--- src/rtl/mem_arbiter_if.sv ---
// -----------------------------------------------------------------------------
// mem_arbiter_if
//   Bundles the three buses around the memory arbiter:
//     IF  side : if_req/if_addr in, if_gnt/if_rvalid/if_rdata out
//     DM  side : dm_req/dm_we/dm_wstrb/dm_addr/dm_wdata in,
//                dm_gnt/dm_rvalid/dm_rdata out
//     MEM side : mem_req/mem_we/mem_wstrb/mem_addr/mem_wdata out,
//                mem_rvalid/mem_rdata in
//   slave  : the arbiter's view.
//   master : the environment's view (requesters plus memory).
// -----------------------------------------------------------------------------
interface mem_arbiter_if;
  logic        if_req;
  logic [31:0] if_addr;
  logic        if_gnt;
  logic        if_rvalid;
  logic [31:0] if_rdata;

  logic        dm_req;
  logic        dm_we;
  logic [3:0]  dm_wstrb;
  logic [31:0] dm_addr;
  logic [31:0] dm_wdata;
  logic        dm_gnt;
  logic        dm_rvalid;
  logic [31:0] dm_rdata;

  logic        mem_req;
  logic        mem_we;
  logic [3:0]  mem_wstrb;
  logic [31:0] mem_addr;
  logic [31:0] mem_wdata;
  logic        mem_rvalid;
  logic [31:0] mem_rdata;

  modport slave (
    input  if_req, if_addr,
    output if_gnt, if_rvalid, if_rdata,
    input  dm_req, dm_we, dm_wstrb, dm_addr, dm_wdata,
    output dm_gnt, dm_rvalid, dm_rdata,
    output mem_req, mem_we, mem_wstrb, mem_addr, mem_wdata,
    input  mem_rvalid, mem_rdata
  );

  modport master (
    output if_req, if_addr,
    input  if_gnt, if_rvalid, if_rdata,
    output dm_req, dm_we, dm_wstrb, dm_addr, dm_wdata,
    input  dm_gnt, dm_rvalid, dm_rdata,
    input  mem_req, mem_we, mem_wstrb, mem_addr, mem_wdata,
    output mem_rvalid, mem_rdata
  );
endinterface

--- src/rtl/mem_arbiter.sv ---
// -----------------------------------------------------------------------------
// mem_arbiter
//   Shares one single-port memory between instruction fetch (IF) and data
//   memory (DM). One transaction outstanding at a time; DM has priority unless
//   IF has been passed over STARVE_MAX times in a row. Also counts requester
//   wait cycles and flags responses that arrive with nothing outstanding.
//
//   Ports:
//     clk        rising-edge clock
//     n_rst      asynchronous active-low reset
//     bus        mem_arbiter_if.slave (IF, DM and memory buses)
//     n_if_wait  cycles with if_req=1 and if_gnt=0, saturating
//     n_dm_wait  cycles with dm_req=1 and dm_gnt=0, saturating
//     err        sticky: mem_rvalid seen while no transaction outstanding
// -----------------------------------------------------------------------------
module mem_arbiter #(
  parameter int unsigned STARVE_MAX = 4  // 1..15
) (
  input  logic         clk,
  input  logic         n_rst,
  mem_arbiter_if.slave bus,
  output logic [31:0]  n_if_wait,
  output logic [31:0]  n_dm_wait,
  output logic         err
);

  typedef enum logic [1:0] {
    IDLE = 2'd0,
    BUSY = 2'd1,  // waiting for mem_rvalid
    RESP = 2'd2   // delivering the response, may grant the next request
  } state_e;

  typedef enum logic {
    OWN_IF = 1'b0,
    OWN_DM = 1'b1
  } owner_e;

  state_e      state_q, state_d;
  owner_e      owner_q;
  logic        store_q;
  logic [31:0] rdata_q;
  logic [3:0]  starve_q;
  logic [31:0] if_wait_q;
  logic [31:0] dm_wait_q;
  logic        err_q;

  logic        can_grant;
  logic        if_win;
  logic        dm_win;

  // Arbitration is purely combinational from the requests. Gating with n_rst
  // keeps the zero-latency grant path silent while reset is held.
  always_comb begin
    can_grant = n_rst && (state_q != BUSY);
    if_win    = can_grant && bus.if_req &&
                (!bus.dm_req || (starve_q == 4'(STARVE_MAX)));
    dm_win    = can_grant && bus.dm_req && !if_win;
  end

  always_comb begin
    // NOTE: every signal written here gets a default first, so no path through
    // the block leaves it unassigned and no latch is inferred.
    bus.if_gnt    = if_win;
    bus.dm_gnt    = dm_win;
    bus.mem_req   = if_win || dm_win;
    bus.mem_we    = 1'b0;
    bus.mem_wstrb = 4'h0;
    bus.mem_addr  = 32'h0;
    bus.mem_wdata = 32'h0;
    if (dm_win) begin
      bus.mem_we    = bus.dm_we;
      bus.mem_wstrb = bus.dm_wstrb;
      bus.mem_addr  = bus.dm_addr;
      bus.mem_wdata = bus.dm_wdata;
    end else if (if_win) begin
      bus.mem_addr  = bus.if_addr;
    end

    // Response data is visible only during the owner's rvalid pulse.
    bus.if_rvalid = (state_q == RESP) && (owner_q == OWN_IF);
    bus.dm_rvalid = (state_q == RESP) && (owner_q == OWN_DM);
    bus.if_rdata  = bus.if_rvalid ? rdata_q : 32'h0;
    bus.dm_rdata  = bus.dm_rvalid ? rdata_q : 32'h0;
  end

  always_comb begin
    state_d = state_q;
    unique case (state_q)
      IDLE, RESP: state_d = (if_win || dm_win) ? BUSY : IDLE;
      BUSY:       if (bus.mem_rvalid) state_d = RESP;
      default:    state_d = IDLE;
    endcase
  end

  // NOTE: state registers use non-blocking assignments so every flop samples
  // the values present before the edge, independent of statement order.
  always_ff @(posedge clk or negedge n_rst) begin
    if (!n_rst) begin
      state_q   <= IDLE;
      owner_q   <= OWN_IF;
      store_q   <= 1'b0;
      rdata_q   <= 32'h0;
      starve_q  <= 4'h0;
      if_wait_q <= 32'h0;
      dm_wait_q <= 32'h0;
      err_q     <= 1'b0;
    end else begin
      state_q <= state_d;

      if (if_win) begin
        owner_q  <= OWN_IF;
        store_q  <= 1'b0;
        starve_q <= 4'h0;
      end else if (dm_win) begin
        owner_q  <= OWN_DM;
        store_q  <= bus.dm_we;
        // Only DM grants that pass over a waiting IF move IF towards its turn.
        starve_q <= bus.if_req ? starve_q + 4'h1 : 4'h0;
      end

      if ((state_q == BUSY) && bus.mem_rvalid) begin
        rdata_q <= store_q ? 32'h0 : bus.mem_rdata;
      end

      // A response with nothing outstanding is dropped; only the flag records it.
      if ((state_q != BUSY) && bus.mem_rvalid) begin
        err_q <= 1'b1;
      end

      if (bus.if_req && !if_win && (if_wait_q != 32'hFFFF_FFFF)) begin
        if_wait_q <= if_wait_q + 32'h1;
      end
      if (bus.dm_req && !dm_win && (dm_wait_q != 32'hFFFF_FFFF)) begin
        dm_wait_q <= dm_wait_q + 32'h1;
      end
    end
  end

  assign n_if_wait = if_wait_q;
  assign n_dm_wait = dm_wait_q;
  assign err       = err_q;

endmodule

--- src/flat_wrapper.sv ---
// flat-port wrapper written by rule: the top's interface ports become plain ports
module mem_arbiter_flat 
#(
  parameter int unsigned STARVE_MAX = 4          
)
  (clk, n_rst, n_if_wait, n_dm_wait, err, bus_if_req, bus_if_addr, bus_if_gnt, bus_if_rvalid, bus_if_rdata, bus_dm_req, bus_dm_we, bus_dm_wstrb, bus_dm_addr, bus_dm_wdata, bus_dm_gnt, bus_dm_rvalid, bus_dm_rdata, bus_mem_req, bus_mem_we, bus_mem_wstrb, bus_mem_addr, bus_mem_wdata, bus_mem_rvalid, bus_mem_rdata);
  mem_arbiter_if bus_i ();
  input  logic clk;
  input  logic n_rst;
  output logic [31:0] n_if_wait;
  output logic [31:0] n_dm_wait;
  output logic err;
  input wire logic [$bits(bus_i.if_req)-1:0] bus_if_req;
  input wire logic [$bits(bus_i.if_addr)-1:0] bus_if_addr;
  output wire logic [$bits(bus_i.if_gnt)-1:0] bus_if_gnt;
  output wire logic [$bits(bus_i.if_rvalid)-1:0] bus_if_rvalid;
  output wire logic [$bits(bus_i.if_rdata)-1:0] bus_if_rdata;
  input wire logic [$bits(bus_i.dm_req)-1:0] bus_dm_req;
  input wire logic [$bits(bus_i.dm_we)-1:0] bus_dm_we;
  input wire logic [$bits(bus_i.dm_wstrb)-1:0] bus_dm_wstrb;
  input wire logic [$bits(bus_i.dm_addr)-1:0] bus_dm_addr;
  input wire logic [$bits(bus_i.dm_wdata)-1:0] bus_dm_wdata;
  output wire logic [$bits(bus_i.dm_gnt)-1:0] bus_dm_gnt;
  output wire logic [$bits(bus_i.dm_rvalid)-1:0] bus_dm_rvalid;
  output wire logic [$bits(bus_i.dm_rdata)-1:0] bus_dm_rdata;
  output wire logic [$bits(bus_i.mem_req)-1:0] bus_mem_req;
  output wire logic [$bits(bus_i.mem_we)-1:0] bus_mem_we;
  output wire logic [$bits(bus_i.mem_wstrb)-1:0] bus_mem_wstrb;
  output wire logic [$bits(bus_i.mem_addr)-1:0] bus_mem_addr;
  output wire logic [$bits(bus_i.mem_wdata)-1:0] bus_mem_wdata;
  input wire logic [$bits(bus_i.mem_rvalid)-1:0] bus_mem_rvalid;
  input wire logic [$bits(bus_i.mem_rdata)-1:0] bus_mem_rdata;
  assign bus_i.if_req = bus_if_req;
  assign bus_i.if_addr = bus_if_addr;
  assign bus_if_gnt = bus_i.if_gnt;
  assign bus_if_rvalid = bus_i.if_rvalid;
  assign bus_if_rdata = bus_i.if_rdata;
  assign bus_i.dm_req = bus_dm_req;
  assign bus_i.dm_we = bus_dm_we;
  assign bus_i.dm_wstrb = bus_dm_wstrb;
  assign bus_i.dm_addr = bus_dm_addr;
  assign bus_i.dm_wdata = bus_dm_wdata;
  assign bus_dm_gnt = bus_i.dm_gnt;
  assign bus_dm_rvalid = bus_i.dm_rvalid;
  assign bus_dm_rdata = bus_i.dm_rdata;
  assign bus_mem_req = bus_i.mem_req;
  assign bus_mem_we = bus_i.mem_we;
  assign bus_mem_wstrb = bus_i.mem_wstrb;
  assign bus_mem_addr = bus_i.mem_addr;
  assign bus_mem_wdata = bus_i.mem_wdata;
  assign bus_i.mem_rvalid = bus_mem_rvalid;
  assign bus_i.mem_rdata = bus_mem_rdata;
  mem_arbiter #(.STARVE_MAX(STARVE_MAX)) u_core (.clk(clk), .n_rst(n_rst), .bus(bus_i), .n_if_wait(n_if_wait), .n_dm_wait(n_dm_wait), .err(err));
endmodule
--- config.mk ---
export PLATFORM = sky130hd
export DESIGN_NAME = mem_arbiter_flat
export DESIGN_NICKNAME = d
export VERILOG_FILES = /design/src/rtl/mem_arbiter_if.sv /design/src/rtl/mem_arbiter.sv /design/src/flat_wrapper.sv
export SDC_FILE = /design/constraint.sdc
export NUM_CORES = 1
export LEC_CHECK = 0
export ABC_AREA = 1
export CAP_MARGIN = 25
export CORE_AREA = 2 2 131 133
export DETAILED_ROUTE_END_ITERATION = 12
export DIE_AREA = 0 0 133 135
export DONT_BUFFER_PORTS = 1
export HOLD_SLACK_MARGIN = 0.12
export PLACE_DENSITY_LB_ADDON = 0.2
export SYNTH_ARGS = -nofsm -noshare
export SYNTH_HDL_FRONTEND = slang
export SYNTH_SLANG_ARGS = --single-unit
--- constraint.sdc ---
create_clock -name clk -period 2.1 [get_ports clk]
set_input_delay 0.21 -clock clk [delete_from_list [all_inputs] [get_ports clk]]
set_output_delay 0.21 -clock clk [all_outputs]
set_load 0.01 [all_outputs]
== Yosys cells after proc, flatten, opt, wreduce, memory -nomap -nowiden ==
Cells that the tools add are included.
Cells by class
  order comparisons: 0
  div/mod/pow operators: 0
  bitwise operators: 1
  equal/unequal tests: 7
  reductions and logical operators: 21
  shift-type cells: 0
  $mul: 0
  $add $sub $neg: 3
  muxes and demuxes: 18
Operators with widths (number)
  32-bit two-way mux: 6
  32-bit by 1-bit adder with 32-bit output (second input constant): 2
  32-bit inequality test (second input constant): 2
  4-bit two-way mux: 4
  1-bit logical AND: 13
  1-bit two-way mux: 6
  4-bit by 1-bit adder with 4-bit output (second input constant): 1
  4-bit by 3-bit == test with 1-bit output (second input constant): 1
  2-bit one-hot mux with 2 select lines: 1
  1-bit logical NOT: 3
  2-bit by 1-bit == test with 1-bit output (second input constant): 1
  2-bit == test (second input constant): 1
  2-bit logical NOT: 1
  1-bit logical OR: 2
  2-bit two-way mux: 1
  2-bit by 1-bit inequality test with 1-bit output (second input constant): 1
  2-bit inequality test (second input constant): 1
  2-bit nonzero test: 1
  2-bit OR reduction: 1
  1-bit inverter: 1
Storage, ports and cells
  output and inout bits: 203
  bits in writable memories: 0
  logic and storage cells: 58
  latch bits: 0
  register bits after elaboration: 105
  memories: 0
  bits in read-only memories: 0
  bits of input ports: 138

== Longest topological paths before layout ==
Gate-level depths: netlist of run 1.
  depth after elaboration: 9
  mapped depth: 12
  gate-level depth less buffers: 11

== Worst setup path after synthesis of run 1 ==
Ideal clock, no wire load.
  path type: register -> register
  start point: register u_core.if_wait_q[0] (netlist: u_core.n_if_wait[0])
  end point: register u_core.if_wait_q[25] (netlist: u_core.n_if_wait[25])
  required time: 1.984 ns
  path buffers: 1
  path slack: 0.387 ns
  cell stages (with the launch flop): 12
  arrival time: 1.596 ns
  period minus slack after synthesis: 1.713 ns
  setup time: 0.116 ns
  cell sequence: dfrtp_1 -> ha_1 -> nand3_2 -> inv_2 -> nand2_2 -> nor2_4 -> nand2_2 -> nand2_4 -> inv_4 -> buf_6 -> nand2_1 -> nand2_1
On the way
  word-level cells in the longest chain between the ends: 2
  elaborated cells on any way between the ends: 3
  classes of those cells: 1 x add/sub; 1 x eq/ne; 1 x reduce/logical
Ends and longest elaborated chain
  from (decl): RTL line mem_arbiter.sv:43  | logic [31:0] if_wait_q;
  from (signal assigned): RTL line mem_arbiter.sv:131  | if_wait_q <= if_wait_q + 32'h1;
  parallel branches: the longest is 2 deep, another holds 32-bit by 1-bit adder with 32-bit output
Parallel ways; which one is timed is not known.
A chain may end at the register's enable or synchronous reset.

== Final worst setup path of run 1 ==
  start point: register u_core.state_q[0]
  end point: output bus_if_rdata[9]
On the way
  word-level cells in the longest chain between the ends: 3
Ends and longest elaborated chain
  from (decl): RTL line mem_arbiter.sv:38  | state_e state_q, state_d;
  from (signal assigned): RTL line mem_arbiter.sv:108  | state_q <= state_d;
  2-bit == test: RTL line mem_arbiter.sv:80  | bus.if_rvalid = (state_q == RESP) && (owner_q == OWN_IF);
  1-bit logical AND: RTL line mem_arbiter.sv:80
  32-bit two-way mux: RTL line mem_arbiter.sv:82  | bus.if_rdata = bus.if_rvalid ? rdata_q : 32'h0;
  to (decl): RTL line flat_wrapper.sv:17  | output wire logic [$bits(bus_i.if_rdata)-1:0] bus_if_rdata;
Every way passes these cells.

==> results of run 1 <==
-- power groups by stage --
| stage | clock, mW | sequential [mW] | combinational [mW] |
|---|---|---|---|
| 3_5_place_dp | 0 | 2.78 | 1.73 |
| 5_1_grt | 1.80 | 2.79 | 2.12 |
| 3_3_place_gp | 0 | 2.76 | 1.71 |
| 2_1_floorplan | 0 | 2.71 | 1.29 |
| 4_1_cts | 1.74 | 2.74 | 1.82 |
| 6_report | 1.69 | 2.74 | 1.90 |
-- per-stage QoR --
stage | util | cell area [um^2] | hold WS (ns) | power, mW | TNS, ns
after floorplan | - | 6960 | -0.0856 | 4.01 | 0
after global placement | 0.452 | 7410 | -0.0812 | 4.48 | 0
after detailed placement | 0.452 | 7410 | -0.0819 | 4.51 | 0
after CTS | 0.491 | 8060 | -0.473 | 6.29 | -0.0566
after global routing | 0.497 | 8160 | -0.473 | 6.71 | -0.0175
final | 0.498 | 8160 | -0.456 | 6.32 | 0
-- timing repair --
action,4_1_cts,5_1_grt
pin swaps,0,2
cloned,0,1
gates resized for setup,3,14
endpoints found under the setup margin,36,113
setup buffers,1,5
endpoints found under the hold margin,140,105
-- layout make-up --
type                    count  share of cell area
repair inverters            1            0.000920
multi-input cells         847               0.457
inverters                 118              0.0556
well taps                 220              0.0337
diodes                      1            0.000307
clock inverters             6             0.00751
flip-flops and latches    105               0.322
clock buffers              10              0.0280
repair buffers             84              0.0953
-- state kept, by name, summed over array words and instances, names as in the netlist --
signal and count:
u_core.n_dm_wait 32, u_core.n_if_wait 32, u_core.rdata_q 32, u_core.starve_q 4
u_core.state_q 2, u_core.err 1, u_core.owner_q 1, u_core.store_q 1
-- worst paths after layout --
| kind | startpoint | slack, ns | cells past startpoint | to |
|---|---|---|---|---|
| worst max-delay path | u_core.state_q[0] | 0.08 | 4 | bus_if_rdata[9] |
| worst min-delay path | n_rst | -0.46 | 0 | u_core.n_dm_wait[5] |
| worst max register to register | u_core.n_dm_wait[1] | 0.24 | 9 | u_core.n_dm_wait[17] |
| worst min register to register | u_core.starve_q[3] | 0.52 | 2 | u_core.starve_q[3] |
| max in group asynchronous | n_rst | 2.39 | 0 | u_core.n_if_wait[24] |
| min in group clk | bus_dm_req | 0.20 | 4 | u_core.starve_q[1] |
-- cells by family after synthesis --
family	count (synthesis)	share of synthesized area
flip-flops	105	0.377
buffers and inverters	156	0.0963
AND/OR/NAND/NOR	765	0.446
XOR/XNOR	30	0.0377
adder cells (fa/ha/maj)	4	0.00719
AO/OA/AOI/OAI	48	0.0358
-- per-layer routing --
layer  track usage  vias up  routed length [um]
met5             0        -                  30
met3        0.0492       39                1380
met2         0.379      285               10200
met4        0.0783        4                 512
met1         0.289     3065                9220
li1              -     3449                   -
-- cell usage after synthesis --
master,n,area (um^2)
nand2_1,481,1810
nor2_1,196,736
inv_1,113,424
dfrtp_1,105,2630
nand3_1,46,230
o21ai_0,40,200
xor2_1,21,184
nand3b_1,20,150
clkbuf_1,15,56.3
buf_2,9,45.0
xnor2_1,9,78.8
buf_6,8,90.1
nand2_2,7,43.8
nor2_2,5,31.3
a21oi_1,4,20.0
ha_1,4,50.1
inv_2,4,15.0
nor2_4,4,45.0
buf_1,3,11.3
buf_4,3,22.5
nand2_4,2,22.5
nor3_1,2,10.0
o22ai_1,2,12.5
a21o_1,1,7.51
a21oi_2,1,8.76
inv_4,1,6.26
nand3_2,1,10.0
nand3_4,1,17.5
-- worst max-delay path, stage by stage, from the launching register on --
cell and delay, ns:
dfrtp_1 0.45, nor3_4 0.38, clkinvlp_4 0.14, buf_4 0.21, nor2_1 0.28
==> results.tsv, run 1 <==
metric	value	unit
post-DR vias/cell	4.92	
drt wl/cell	15.3	um
power density over the cells	775	nW/um^2
drt pass-1 iters	5	
net switching component of the power	2.44	mW
max_slew headroom	0.722	
Routed WL	21300	um
gpl congestion	0.891	
Cells after DPL	1334	
minimum clock period	2.02	ns
clock skew	0.0129	ns
hold slack	-0.456	ns
multi-input combinational cell area	3730	um^2
gr usage total	0.226	
leakage	4.13	nW
crit path kind	register to primary output	
CP arrival	1.81	ns
Worst Path Max Fanout	16	
final worst-path cycle share	0.964	
chip width	133	um
cell row count	47	
worst-skew pair later-pin latency	0.36	ns
Internal	3.88	mW
worst hold path type	input port to async pin	
critical path capture point type	primary output	
status	complete, but fails checks	
Peak VDD IR	0.481	mV
via count of the first global-routing pass	6140	
largest net degree at the start of global routing	107	
mapped cell area	6960	um^2
clock share of power	0.266	
register area share after synthesis	0.377	
Avg Cell Area, Syn	6.28	um^2
die area	18000	um^2
Cells after Synth	1108	
input/output buffers	0	
RSZ-0062 raised after global routing	yes	
Req. time, crit path	1.89	ns
#FFs+latches synth	105	
# IOs	341	
Remaining DRCs	0	
Ys Warns	0	
cts hold-fix bufs	34	
via count	6842	
most frequent cells in the layout	480 x nand2_1, 192 x nor2_1, 111 x inv_1	
CTS tree	yes	
part of the power in registers	0.433	
CTS Buf Count	9	
first-pass GRT wire length	31900	um
post-route insts no fill	1392	
Max Buffers Root-to-Sink	2	
final hold vios	105	
Die Ht	135	um
pre-CTS setup slack	0.239	ns
final layout net count	1308	
violated checks	negative hold slack	
post-synthesis net count	1250	
Layout area overhead	17.3	%
post-synth cell types	28	
Filler Cells Inserted	1611	
CTS sink cnt	105	
clk root buf	clkbuf_16	
Iter 0 DRT Violations	484	
ANT nets after route	0	
measured slew at the worst slew-check pin	0.416	ns
Final HPWL DP	15700	um
H-tree depth	3	
Overflow after GRT	0	
Critical Path Start Type	register	
Sw Ratio	0.386	
area of the core	16400	um^2
share of layout cells above drive strength 1	0.0863	
initial core utilization	0.424	
Gate power share	0.300	
Storage cell area	2630	um^2
Final setup viols	0	
maxcap violations	0	
Reg clk slew, reported paths	0.08	ns
max-slew violation count	0	
initial antenna violation count	3	
Final WS setup	0.0751	ns
most common cell after layout, fill and taps aside	nand2_1	
Max Fclk	0.494	GHz
Note: power is estimated with default switching activity, not from simulation.
==> run 2, diff against run 1 <==
Settings changed: SETUP_SLACK_MARGIN from default to 0.5.
==> results.tsv, run 2 (same netlist as run 1, synthesis figures left out) <==
metric	value	unit	change
gpl congestion	0.948		+6.3%
Remaining DRCs	0		unchanged
Max Fclk	0.488	GHz	-1.2%
gr usage total	0.294		+0.0680
power density over the cells	756	nW/um^2	-2.4%
slowest stage delay, CP	0.39	ns	-0.06 ns
Req. time, crit path	2.34	ns	+0.45 ns
slowest CP cell	dfrtp_1		
pre-CTS setup slack	0.219	ns	-0.0194 ns
post-DR vias/cell	5.28		+7.4%
worst path cell trace	inv_2, buf_4, buf_4, buf_4, buf_4, buf_4, buf_4, buf_4, buf_4, buf_4, nor2_4, nand2_1, o21ai_0, nor2_1		
Layout area overhead	57.4	%	
Sw Ratio	0.432		+0.0466
Storage cell area	2650	um^2	+0.86%
Final setup viols	0		unchanged
Peak VDD IR	0.586	mV	+22%
final worst-path cycle share	0.976		+0.0118
total negative slack	0	ns	unchanged
Critical Path Start Type	register		
CP most frequent cell	buf_4		
worst-skew pair later-pin latency	0.36	ns	about the same
max-slew violation count	0		unchanged
net switching component of the power	3.58	mW	+47%
clock skew	0.00873	ns	-0.00421 ns
Final HPWL DP	19000	um	+21%
Internal	4.71	mW	+21%
ANT nets after route	0		unchanged
CTS sink cnt	105		unchanged
status	complete, but fails checks		
worst hold path type	input port to async pin		
largest net degree at the start of global routing	107		unchanged
Filler Cells Inserted	1281		-20%
clock share of power	0.206		-0.060
part of the power in registers	0.337		-0.096
H-tree depth	3		unchanged
multi-input combinational cell area	5050	um^2	+35%
Final WS setup	0.0504	ns	-0.0248 ns
initial antenna violation count	0		-3
input/output buffers	0		unchanged
Cells after DPL	1371		+2.8%
Worst Path Max Fanout	2		-14
cell row count	47		unchanged
share of layout cells above drive strength 1	0.334		+0.248
Gate power share	0.457		+0.157
measured slew at the worst slew-check pin	0.423	ns	+0.00651 ns
Max Buffers Root-to-Sink	2		unchanged
# IOs	341		unchanged
drt wl/cell	20.5	um	+34%
most frequent cells in the layout	388 x nand2_1, 107 x inv_1, 98 x nor2_4		
Routed WL	30700	um	+44%
CP arrival	2.29	ns	+0.48 ns
CTS tree	yes		
Reg2Reg Setup Slack	0.05	ns	-0.19 ns
violated checks	negative hold slack		
Overflow after GRT	0		unchanged
Iter 0 DRT Violations	625		+29%
post-route insts no fill	1497		+7.5%
RSZ-0062 raised after global routing	yes		
chip width	133	um	unchanged
drt pass-1 iters	5		unchanged
crit path kind	register to register		
CTS Buf Count	9		unchanged
via count of the first global-routing pass	6846		+11%
final layout net count	1413		+8.0%
max_slew headroom	0.717		-0.00436
critical path capture point type	register		
total power	8.29	mW	+31%
minimum clock period	2.05	ns	+0.0248 ns
final hold vios	105		unchanged
clk root buf	clkbuf_16		
Die Ht	135	um	unchanged
most common cell after layout, fill and taps aside	nand2_1		
initial core utilization	0.424		unchanged
via count	7906		+16%
first-pass GRT wire length	40100	um	+26%
die area	18000	um^2	unchanged
maxcap violations	0		unchanged
reg2reg path depth	14		+5
leakage	5.18	nW	+25%
area of the core	16400	um^2	unchanged
hold slack	-0.462	ns	-0.00514 ns
Reg clk slew, reported paths	0.08	ns	about the same
run 2: area by class of cell:
cell class	count	area share
Inverter	118	0.0466
Antenna cell	1	0.000228
Clock buffer	9	0.0205
Multi-Input combinational cell	849	0.461
Timing Repair Buffer	182	0.191
Tap cell	220	0.0251
Timing Repair inverter	6	0.00788
Clock inverter	7	0.00605
Sequential cell	105	0.242
run 2: power groups by stage:
stage | Clock, mW | Combinational [mW] | Sequential [mW]
final | 1.71 | 3.79 | 2.79
after global routing | 1.83 | 3.98 | 2.83
after CTS | 1.74 | 2.78 | 2.73
after detailed placement | 0 | 1.87 | 2.76
after global placement | 0 | 1.84 | 2.75
after floorplan | 0 | 1.30 | 2.72
run 2: critical path: cells and delay by family (launching register included):
kind | cells | cell delay, ns
simple gates | 3 | 0.21
compound gates | 1 | 0.15
flops | 1 | 0.39
buf+inv | 10 | 1.18
run 2: per-stage QoR:
stage | instance area (um^2) | util
after global placement | 7680 | 0.468
after detailed placement | 7680 | 0.468
after CTS | 9530 | 0.581
after floorplan | 6980 | -
final | 11000 | 0.668
after global routing | 11000 | 0.668
run 2: what timing repair did:
action / CTS / global route
buffers inserted: 31 / 19
setup endpoints to repair: 200 / 203
cloned: 13 / 11
hold buffers: 34 / 1
endpoints found under the hold margin: 140 / 106
pin swaps: 25 / 41
gates resized for setup: 194 / 289
run 2: layer usage:
| metal | vias to the layer above | global-route usage | share of wire |
|---|---|---|---|
| met5 | - | 0 | 0 |
| met4 | 0 | 0.0783 | 0.026 |
| met3 | 69 | 0.0803 | 0.099 |
| met2 | 424 | 0.441 | 0.47 |
| met1 | 3725 | 0.418 | 0.41 |
| li1 | 3688 | - | - |
run 2: final timing paths:
kind	start	to
setup / recovery	u_core.starve_q[0]	u_core.starve_q[3]
hold / removal	n_rst	u_core.n_dm_wait[3]
setup reg to reg	u_core.starve_q[0]	u_core.starve_q[3]
hold reg to reg	u_core.state_q[0]	u_core.state_q[0]
max in group asynchronous	n_rst	u_core.state_q[0]
min in group clk	bus_dm_req	u_core.n_dm_wait[0]
